<file path="config.mk">
export PLATFORM = sky130hd
export DESIGN_NAME = fb_write_arbiter
export DESIGN_NICKNAME = d
export VERILOG_FILES = /design/src/rtl/fb_write_arbiter.sv
export SDC_FILE = /design/constraint.sdc
export NUM_CORES = 1
export LEC_CHECK = 0
export CAP_MARGIN = 15
export CORE_MARGIN = 4
export CORE_UTILIZATION = 38
export DETAILED_ROUTE_END_ITERATION = 12
export GPL_TIMING_DRIVEN = 1
export PLACE_DENSITY = 0.74
export SLEW_MARGIN = 20
export SYNTH_ARGS = -nofsm -noshare
export SYNTH_HDL_FRONTEND = slang
export SYNTH_SLANG_ARGS = --single-unit
</file>
<file path="constraint.sdc">
create_clock -name clk -period 2.3 [get_ports clk]
set_clock_uncertainty 0.2 [all_clocks]
set_input_delay 0.46 -clock clk [delete_from_list [all_inputs] [get_ports clk]]
set_output_delay 0.46 -clock clk [all_outputs]
set_load 0.1 [all_outputs]
</file>
<file path="src/rtl/fb_write_arbiter.sv">
// fb_write_arbiter
// ----------------
// Owns the single write port of the LED-matrix column RAM. Up to NREQ writer
// blocks share the port through round-robin burst grants. A built-in clear
// engine fills CLEAR_LEN words starting at CLEAR_BASE with CLEAR_DATA.
//
// Ports
//   clk, rst     : single clock; synchronous active-high reset
//   req[i]       : requester i wants the port; held high for the whole burst
//   gnt[i]       : one-hot registered grant, all zero when nobody owns the port
//   wr_en_in[i]  : write strobe from requester i
//   wr_addr_in   : flattened addresses, requester i at [i*AW +: AW]
//   wr_data_in   : flattened data, requester i at [i*DW +: DW]
//   clear_start  : one-cycle pulse requesting a clear
//   clear_busy   : clear engine owns the port
//   clear_done   : one-cycle pulse after the last clear write
//   mem_we/mem_addr/mem_data : registered RAM write port
//   conflict     : sticky; a non-granted requester strobed wr_en_in
//
// Handshake: a requester raises req and keeps it high; it owns the port in
// every cycle where gnt[i]=1 and may strobe wr_en_in in any of those cycles.
// Dropping req ends the burst; gnt falls after the edge that samples req=0.
// A burst is also ended by the arbiter after MAX_HOLD granted cycles, after
// which the requester must wait its round-robin turn again. Strobes issued
// while gnt[i]=0 are discarded and flagged on conflict.

module fb_write_arbiter #(
  parameter int              NREQ       = 3,
  parameter int              AW         = 10,
  parameter int              DW         = 32,
  parameter int              MAX_HOLD   = 64,
  parameter int              CLEAR_BASE = 0,
  parameter int              CLEAR_LEN  = 512,
  parameter logic [DW-1:0]   CLEAR_DATA = '0
) (
  input  logic                 clk,
  input  logic                 rst,
  input  logic [NREQ-1:0]      req,
  output logic [NREQ-1:0]      gnt,
  input  logic [NREQ-1:0]      wr_en_in,
  input  logic [NREQ*AW-1:0]   wr_addr_in,
  input  logic [NREQ*DW-1:0]   wr_data_in,
  input  logic                 clear_start,
  output logic                 clear_busy,
  output logic                 clear_done,
  output logic                 mem_we,
  output logic [AW-1:0]        mem_addr,
  output logic [DW-1:0]        mem_data,
  output logic                 conflict
);

  localparam int IW = (NREQ > 1) ? $clog2(NREQ) : 1;
  localparam int HW = $clog2(MAX_HOLD + 1);
  localparam int CW = $clog2(CLEAR_LEN + 1);

  localparam logic [IW-1:0] LAST_RST = IW'(NREQ - 1);
  localparam logic [AW-1:0] BASE_W   = AW'(CLEAR_BASE);
  localparam logic [CW-1:0] LEN_W    = CW'(CLEAR_LEN);
  localparam logic [HW-1:0] HOLD_W   = HW'(MAX_HOLD);
  localparam logic [NREQ-1:0] ONE_HOT0 = NREQ'(1);

  typedef enum logic [1:0] {
    S_IDLE  = 2'd0,
    S_GRANT = 2'd1,
    S_CLEAR = 2'd2
  } state_t;

  state_t        state;
  logic [IW-1:0] last;
  logic [HW-1:0] hold_cnt;
  logic [CW-1:0] clr_cnt;
  logic          clear_pending;

  // Round-robin pick: first set req bit searching upward from last+1 with wrap.
  int            cand;
  logic [IW-1:0] cand_idx;
  logic          pick_valid;
  logic [IW-1:0] pick_idx;

  always_comb begin
    cand       = 0;
    cand_idx   = '0;
    pick_valid = 1'b0;
    pick_idx   = '0;
    for (int off = 1; off <= NREQ; off++) begin
      cand     = (int'(last) + off) % NREQ;
      cand_idx = IW'(cand);
      if (!pick_valid && req[cand_idx]) begin
        pick_valid = 1'b1;
        pick_idx   = cand_idx;
      end
    end
  end

  // Write mux driven straight from the one-hot grant register.
  logic          fwd;
  logic          granted_req;
  logic [AW-1:0] sel_addr;
  logic [DW-1:0] sel_data;

  always_comb begin
    fwd         = |(wr_en_in & gnt);
    granted_req = |(req & gnt);
    sel_addr    = '0;
    sel_data    = '0;
    for (int i = 0; i < NREQ; i++) begin
      if (gnt[i]) begin
        sel_addr = wr_addr_in[i*AW +: AW];
        sel_data = wr_data_in[i*DW +: DW];
      end
    end
  end

  always_ff @(posedge clk) begin
    if (rst) begin
      state         <= S_IDLE;
      last          <= LAST_RST;
      hold_cnt      <= '0;
      clr_cnt       <= '0;
      clear_pending <= 1'b0;
      gnt           <= '0;
      clear_busy    <= 1'b0;
      clear_done    <= 1'b0;
      mem_we        <= 1'b0;
      mem_addr      <= '0;
      mem_data      <= '0;
      conflict      <= 1'b0;
    end else begin
      mem_we     <= 1'b0;
      clear_done <= 1'b0;

      // Strobes from anyone not holding the grant are dropped; gnt is all
      // zero during a clear, so writers poking the port then are flagged too.
      if (|(wr_en_in & ~gnt)) conflict <= 1'b1;

      if (clear_start && state != S_CLEAR) clear_pending <= 1'b1;

      case (state)
        S_IDLE: begin
          // A pending clear outranks every req, but only from IDLE, so it
          // never cuts into a running burst.
          if (clear_pending) begin
            state      <= S_CLEAR;
            clear_busy <= 1'b1;
            clr_cnt    <= '0;
          end else if (pick_valid) begin
            state    <= S_GRANT;
            gnt      <= ONE_HOT0 << pick_idx;
            last     <= pick_idx;
            hold_cnt <= HW'(1);
          end
        end

        S_GRANT: begin
          if (fwd) begin
            mem_we   <= 1'b1;
            mem_addr <= sel_addr;
            mem_data <= sel_data;
          end
          // hold_cnt counts granted cycles already completed at this edge.
          if (!granted_req || hold_cnt == HOLD_W) begin
            state <= S_IDLE;
            gnt   <= '0;
          end else begin
            hold_cnt <= hold_cnt + 1'b1;
          end
        end

        S_CLEAR: begin
          // One extra cycle after the last write retires the clear, so
          // clear_done lands one cycle after the final write.
          if (clr_cnt != LEN_W) begin
            mem_we   <= 1'b1;
            mem_addr <= BASE_W + AW'(clr_cnt);
            mem_data <= CLEAR_DATA;
            clr_cnt  <= clr_cnt + 1'b1;
          end else begin
            state         <= S_IDLE;
            clear_busy    <= 1'b0;
            clear_done    <= 1'b1;
            clear_pending <= 1'b0;
          end
        end

        default: state <= S_IDLE;
      endcase
    end
  end

endmodule

</file>
After elaboration in Yosys (flattened, before gate mapping):

Cells that the tools add are included.

* add/sub/neg operators: 5
* div/mod/pow operators: 3
* magnitude comparators: 3
* equality and inequality tests: 14
* shift operators: 1
* multiplexer cells: 50
* bitwise operators: 6
* reduce and logical (&&, ||, !) cells: 22

Operator list (count)
* $mux 32: 5
* $mod 32x3->32 const B: 3
* $mux 10: 7
* $pmux 32 s2: 1
* $pmux 10 s2: 2
* $mux 7: 3
* $ne 2x2->1 const B: 9
* $reduce_and 3->1: 5
* $mux 1: 14
* $mux 2: 7
* $pmux 7 s2: 1
* $add 10x1->10 const B: 1
* $ne 10x10->1 const B: 1
* $and 3x3->3: 3
* $lt 2x3->1 const B: 3
* $mux 3: 3
* $reduce_or 3->1: 3
* $reduce_and 4->1: 2
* $add 7x1->7 const B: 1
* $eq 7x7->1 const B: 1
* $add 2x2->3 const B: 2
* $bmux 1 s2: 3
* $pmux 2 s3: 1
* $pmux 3 s2: 1
* 14 further kinds: 22

* flip-flop bits (word level): 71
* input bits: 135
* logic and storage cells: 116

Depth between registers and ports, before layout:

* depth in word-level cells: 15
* gate-level depth with buffers: 9
* depth with buffers taken out: 7

Worst setup path after synthesis:

OpenSTA, ideal clock, no wires.

* path kind: register -> register
* start: register gnt[0]
* end: register hold_cnt[4]
* library setup time: 70 ps
* arrival time: 2325 ps
* slack: -295 ps
* stages on the path, launching flop included: 7
* buffers on the path: 1
* cells stage by stage: dfxtp_1 -> a222oi_1 -> a31oi_2 -> o21ai_1 -> buf_2 -> or4_1 -> a21oi_1

* cells in the longest elaborated chain, start to end: 6

Ends and longest elaborated chain
* start: declaration: line 39 `output logic [NREQ-1:0] gnt,`
* start signal: assignment: line 148 `gnt <= ONE_HOT0 << pick_idx;`
* $and 3x3->3: line 103 `granted_req = |(req & gnt);`
* $reduce_or 3->1: line 103
* $logic_not 1->1: line 161 `if (!granted_req || hold_cnt == HOLD_W) begin`
* $logic_or 1x1->1: line 161
* $ne 2x2->1 (no line)
* $reduce_and 4->1 (no line)
* end signal: assignment: line 165 `hold_cnt <= hold_cnt + 1'b1;`
* end: declaration: line 70 `logic [HW-1:0] hold_cnt;`

Every way passes these cells.
A chain may end at the register's enable or synchronous reset.

Final worst setup path:

* start: input port req[1]
* end: register hold_cnt[4]

* cells in the longest elaborated chain, start to end: 11
* elaborated cells on any way between the ends: 20

Ends and longest elaborated chain
* start: declaration: line 38 `input logic [NREQ-1:0] req,`
* $bmux 1 s2: line 88 `if (!pick_valid && req[cand_idx]) begin`
* $mux 1 (not written as such): line 88
* $mux 1: line 88
* $logic_not 1->1: line 88
* $logic_and 1x1->1: line 88
* $mux 1: line 88
* $logic_not 1->1: line 88
* $logic_and 1x1->1: line 88
* $mux 1: line 88
* $ne 2x2->1 (no line)
* $reduce_and 4->1 (no line) (*)

Mark *: on every way between the ends. The rest lies on a longest branch, timed or not. The select of a mux whose other input is x is not followed.

==> results.sh <==
export IMPL_comb_power_share=0.635
export IMPL_finalSetupViolations=0
export IMPL_rr_worst_depth=7
export IMPL_tightest_slew_ps=492.2
export IMPL_initial_core_util=0.3911
export IMPL_critPathMaxFanout=5
export IMPL_clockRootBuffer="clkbuf_8"
export IMPL_cp_depth=7
export IMPL_startpoint="req[1]"
export IMPL_synth_top_family_by_area="compound AO/OA/AOI/OAI gates"
export IMPL_synth_cell_types=53
export IMPL_wl_um=14120
export IMPL_ys_flop_type="dfxtp_1"
export IMPL_firstDrtPassIters=4
export IMPL_die_area_mm2=0.01234
export IMPL_ys_warn_count=0
export IMPL_r2r_start="last[0]"
export IMPL_drv_slew=0
export IMPL_track_usage=0.2254
export IMPL_numCtsBuffers=9
export IMPL_fin_crit_sh=0.9598
export IMPL_synth_edf_count=0
export IMPL_cp_required_ps=2380
export IMPL_path_class="input port to register"
export IMPL_muxShareOfSynthArea=0.005268
export IMPL_wl_per_cell_um=16.40
export IMPL_cp_slowest_cell="or4_1"
export IMPL_port_buffers=183
export IMPL_outcome="finished, final reports clean"
export IMPL_core_area_mm2=0.01032
export IMPL_drt_iter0_drc=281
export IMPL_fin_total_pwr_mw=7.322
export IMPL_synth_simple_area_share=0.2588
export IMPL_min_to="mem_data[2]"
export IMPL_grt_busiest_layer="met2"
export IMPL_hp_start="mem_data[2]"
export IMPL_min_period_ps=2208
export IMPL_synth_top_cell_area_share=0.3520
export IMPL_ant_nets=0
export IMPL_crit_family="simple AND/OR/NAND/NOR gates"
export IMPL_rows=37
export IMPL_clkLatencyLatePin_ps=340
export IMPL_grt_max_degree=46
export IMPL_num_vias=4732
export IMPL_synth_area_leaders="dfxtp_1, nand2_1, a22oi_1"
export IMPL_syn_area_mm2=0.004038
export IMPL_irDropWorstVdd_uv=851.5
export IMPL_path_buf_inv=2
export IMPL_power_net_switching_mw=3.681
export IMPL_grt_pass1_wl_um=23470
export IMPL_switching_share=0.5028
export IMPL_p_leak_nw=2.342
export IMPL_avgSynthCellArea_um2=7.505
export IMPL_cts_htree_levels=3
export IMPL_clk_path_buf_depth=2
export IMPL_synth_compound_area_share=0.2746
export IMPL_crit_path_cell_trace="clkdlybuf4s50_1 > buf_4 > and3b_1 > a21oi_2 > and4_2 > or4_1 > a21oi_1"
export IMPL_cts_tree="done"
export IMPL_grt_pass1_vias=4750
export IMPL_synthAdderAreaFrac=0.03409
export IMPL_fmax_mhz=453.0
export IMPL_ys_seq_elements=71
export IMPL_syn_nets=684
export IMPL_grtUsageMet1=0.2753
export IMPL_die_height_um=111.1
export IMPL_numClockSinks=71
export IMPL_power_density_cell_area_mw_per_mm2=1153
export IMPL_synth_seq_area_share=0.3520
export IMPL_overflow=0
export IMPL_layout_nets=866
export IMPL_drc=0
export IMPL_finalNonFillerCells=861
export IMPL_startpoint_type="input port"
export IMPL_critPathArrivalTime_ps=2280
export IMPL_syn_to_final_growth_pct=57.33
export IMPL_place_inst=844
export IMPL_hold_path_class="register to register"
export IMPL_critPathCaptureType="register"
export IMPL_ios=184
export IMPL_via_per_inst=5.496
export IMPL_n_antenna_cell=0
export IMPL_clkPwrFrac=0.142
export IMPL_use_met3=0.06223
export IMPL_async_flop_share=0
export IMPL_path_clk_slew_ps=70
export IMPL_cpPeakStageDelay_ps=510
export IMPL_synthCells=538
export IMPL_gp_congestion=0.8877
export IMPL_pwr_share_seq=0.223
export IMPL_drive_gt1_frac=0.1710
export IMPL_use_met2=0.3786
export IMPL_grt_antenna_before_repair=0
export IMPL_min_delay_path_depth=2
export IMPL_hold_viol_final=0
export IMPL_rr_endpoint="hold_cnt[4]"
export IMPL_place_detailed_hpwl_um=10480
export IMPL_p_int_mw=3.641
export IMPL_reg2reg_slack_ps=110
export IMPL_synth_top_area_cell="dfxtp_1"
export IMPL_slew_headroom=0.6719
export IMPL_drv_cap=0
export IMPL_yosys_area_share_xor_xnor=0.01302
export IMPL_chipWidth_um=111.1
[what timing repair did]
action                     in CTS  in global routing
resized for setup               4                 16
setup endpoints to repair      12                 13
buffers inserted                0                  0
pin swaps                       2                  3
cloned                          1                  0
hold buffers                    0                  0
[per-stage QoR]
step	util	worst slack, ps	TNS [ps]	hold WS (ps)	cell area [µm²]
floorplan	-	6.224	0	247.1	4041
global placement	0.5859	-212.8	-7302	239.4	6048
detailed placement	0.5859	-256.1	-6874	243.6	6048
CTS	0.6093	14.35	0	253.7	6290
global route	0.6153	-16.39	-25.66	267.3	6352
finish	0.6153	92.35	0	252.8	6352
[power by group through the flow]
stage	clock (mW)	sequential, mW	combinational (mW)
5_1_grt	1.14	1.67	4.98
6_report	1.04	1.64	4.65
3_3_place_gp	0	1.64	4.37
2_1_floorplan	0	2.94	1.82
3_5_place_dp	0	1.65	4.46
4_1_cts	1.06	1.63	4.53
[flip-flops by register name, summed over array words and instances, names as in the netlist]
register / flops
clear_busy: 1
clr_cnt: 10
gnt: 3
mem_addr: 10
conflict: 1
clear_done: 1
state: 2
mem_we: 1
mem_data: 32
last: 2
clear_pending: 1
hold_cnt: 7
[worst max-delay path by stage]
stage                       end  slack, ps
CTS                 hold_cnt[6]         10
detailed placement  hold_cnt[0]       -260
finish              hold_cnt[4]         90
floorplan           hold_cnt[0]          6
global placement    hold_cnt[4]       -210
global route             gnt[2]        -20
[synthesized netlist by cell type, drive strengths merged, types with 3 or more instances]
library cell  count
nor3             24
nor2b            14
dfxtp            71
clkbuf           25
a22o              4
xor2              6
nand4             6
inv              15
nand3            36
buf              19
a221oi           10
or4               6
nand2b            5
nand2            81
a22oi            33
ha               11
o31ai             6
a211oi           10
o21ai            41
and3              5
a31oi             5
nor2             25
a21oi            48
or3               3
[cells by family (layout without fill, tap and decap cells)]
group / after synthesis / in the layout
fa+ha+maj: 11 / 11
buf+inv: 60 / 246
mux: 2 / 2
simple gates: 217 / 218
xor+xnor: 6 / 6
compound gates: 171 / 171
flops: 71 / 71
[cell usage in the layout (no fill, tap or decap), types with 5 or more instances in the layout]
| master | synthesis | routed |
|---|---|---|
| o31ai_1 | 6 | 6 |
| nor2_1 | 25 | 25 |
| dfxtp_1 | 71 | 66 |
| nand3_1 | 36 | 36 |
| buf_4 | 1 | 73 |
| buf_12 | 0 | 6 |
| a221oi_1 | 10 | 10 |
| clkbuf_8 | 0 | 12 |
| nor3_1 | 24 | 24 |
| nand4_1 | 6 | 6 |
| a211oi_1 | 10 | 10 |
| or4_1 | 6 | 6 |
| nand2b_1 | 5 | 5 |
| nand2_1 | 81 | 80 |
| nor2b_1 | 14 | 12 |
| inv_1 | 15 | 14 |
| clkdlybuf4s50_1 | 0 | 133 |
| xor2_1 | 6 | 6 |
| a21oi_1 | 48 | 47 |
| ha_1 | 11 | 8 |
| a22oi_1 | 33 | 33 |
| o21ai_0 | 38 | 38 |
[final cells by class]
| class | count | area [µm²] |
|---|---|---|
| Clock inverter | 3 | 40.04 |
| Timing Repair Buffer | 214 | 2016 |
| Multi-Input combinational cell | 408 | 2467 |
| Sequential cell | 71 | 1430 |
| Tap cell | 136 | 170.2 |
| Inverter | 16 | 60.06 |
| Fill cell | 931 | 3971 |
| Clock buffer | 13 | 168.9 |
[tightest hold or removal path, stage by stage (launching register included)]
cell and delay, ps:
dfxtp_1 310, nand2_1 50, a21oi_1 50
[layer usage]
metal,part of all wire,routed length [µm]
met5,0,0
met4,0.019,265
met3,0.069,981
met2,0.49,6851
met1,0.43,6024
(Power assumes the default switching activity.)
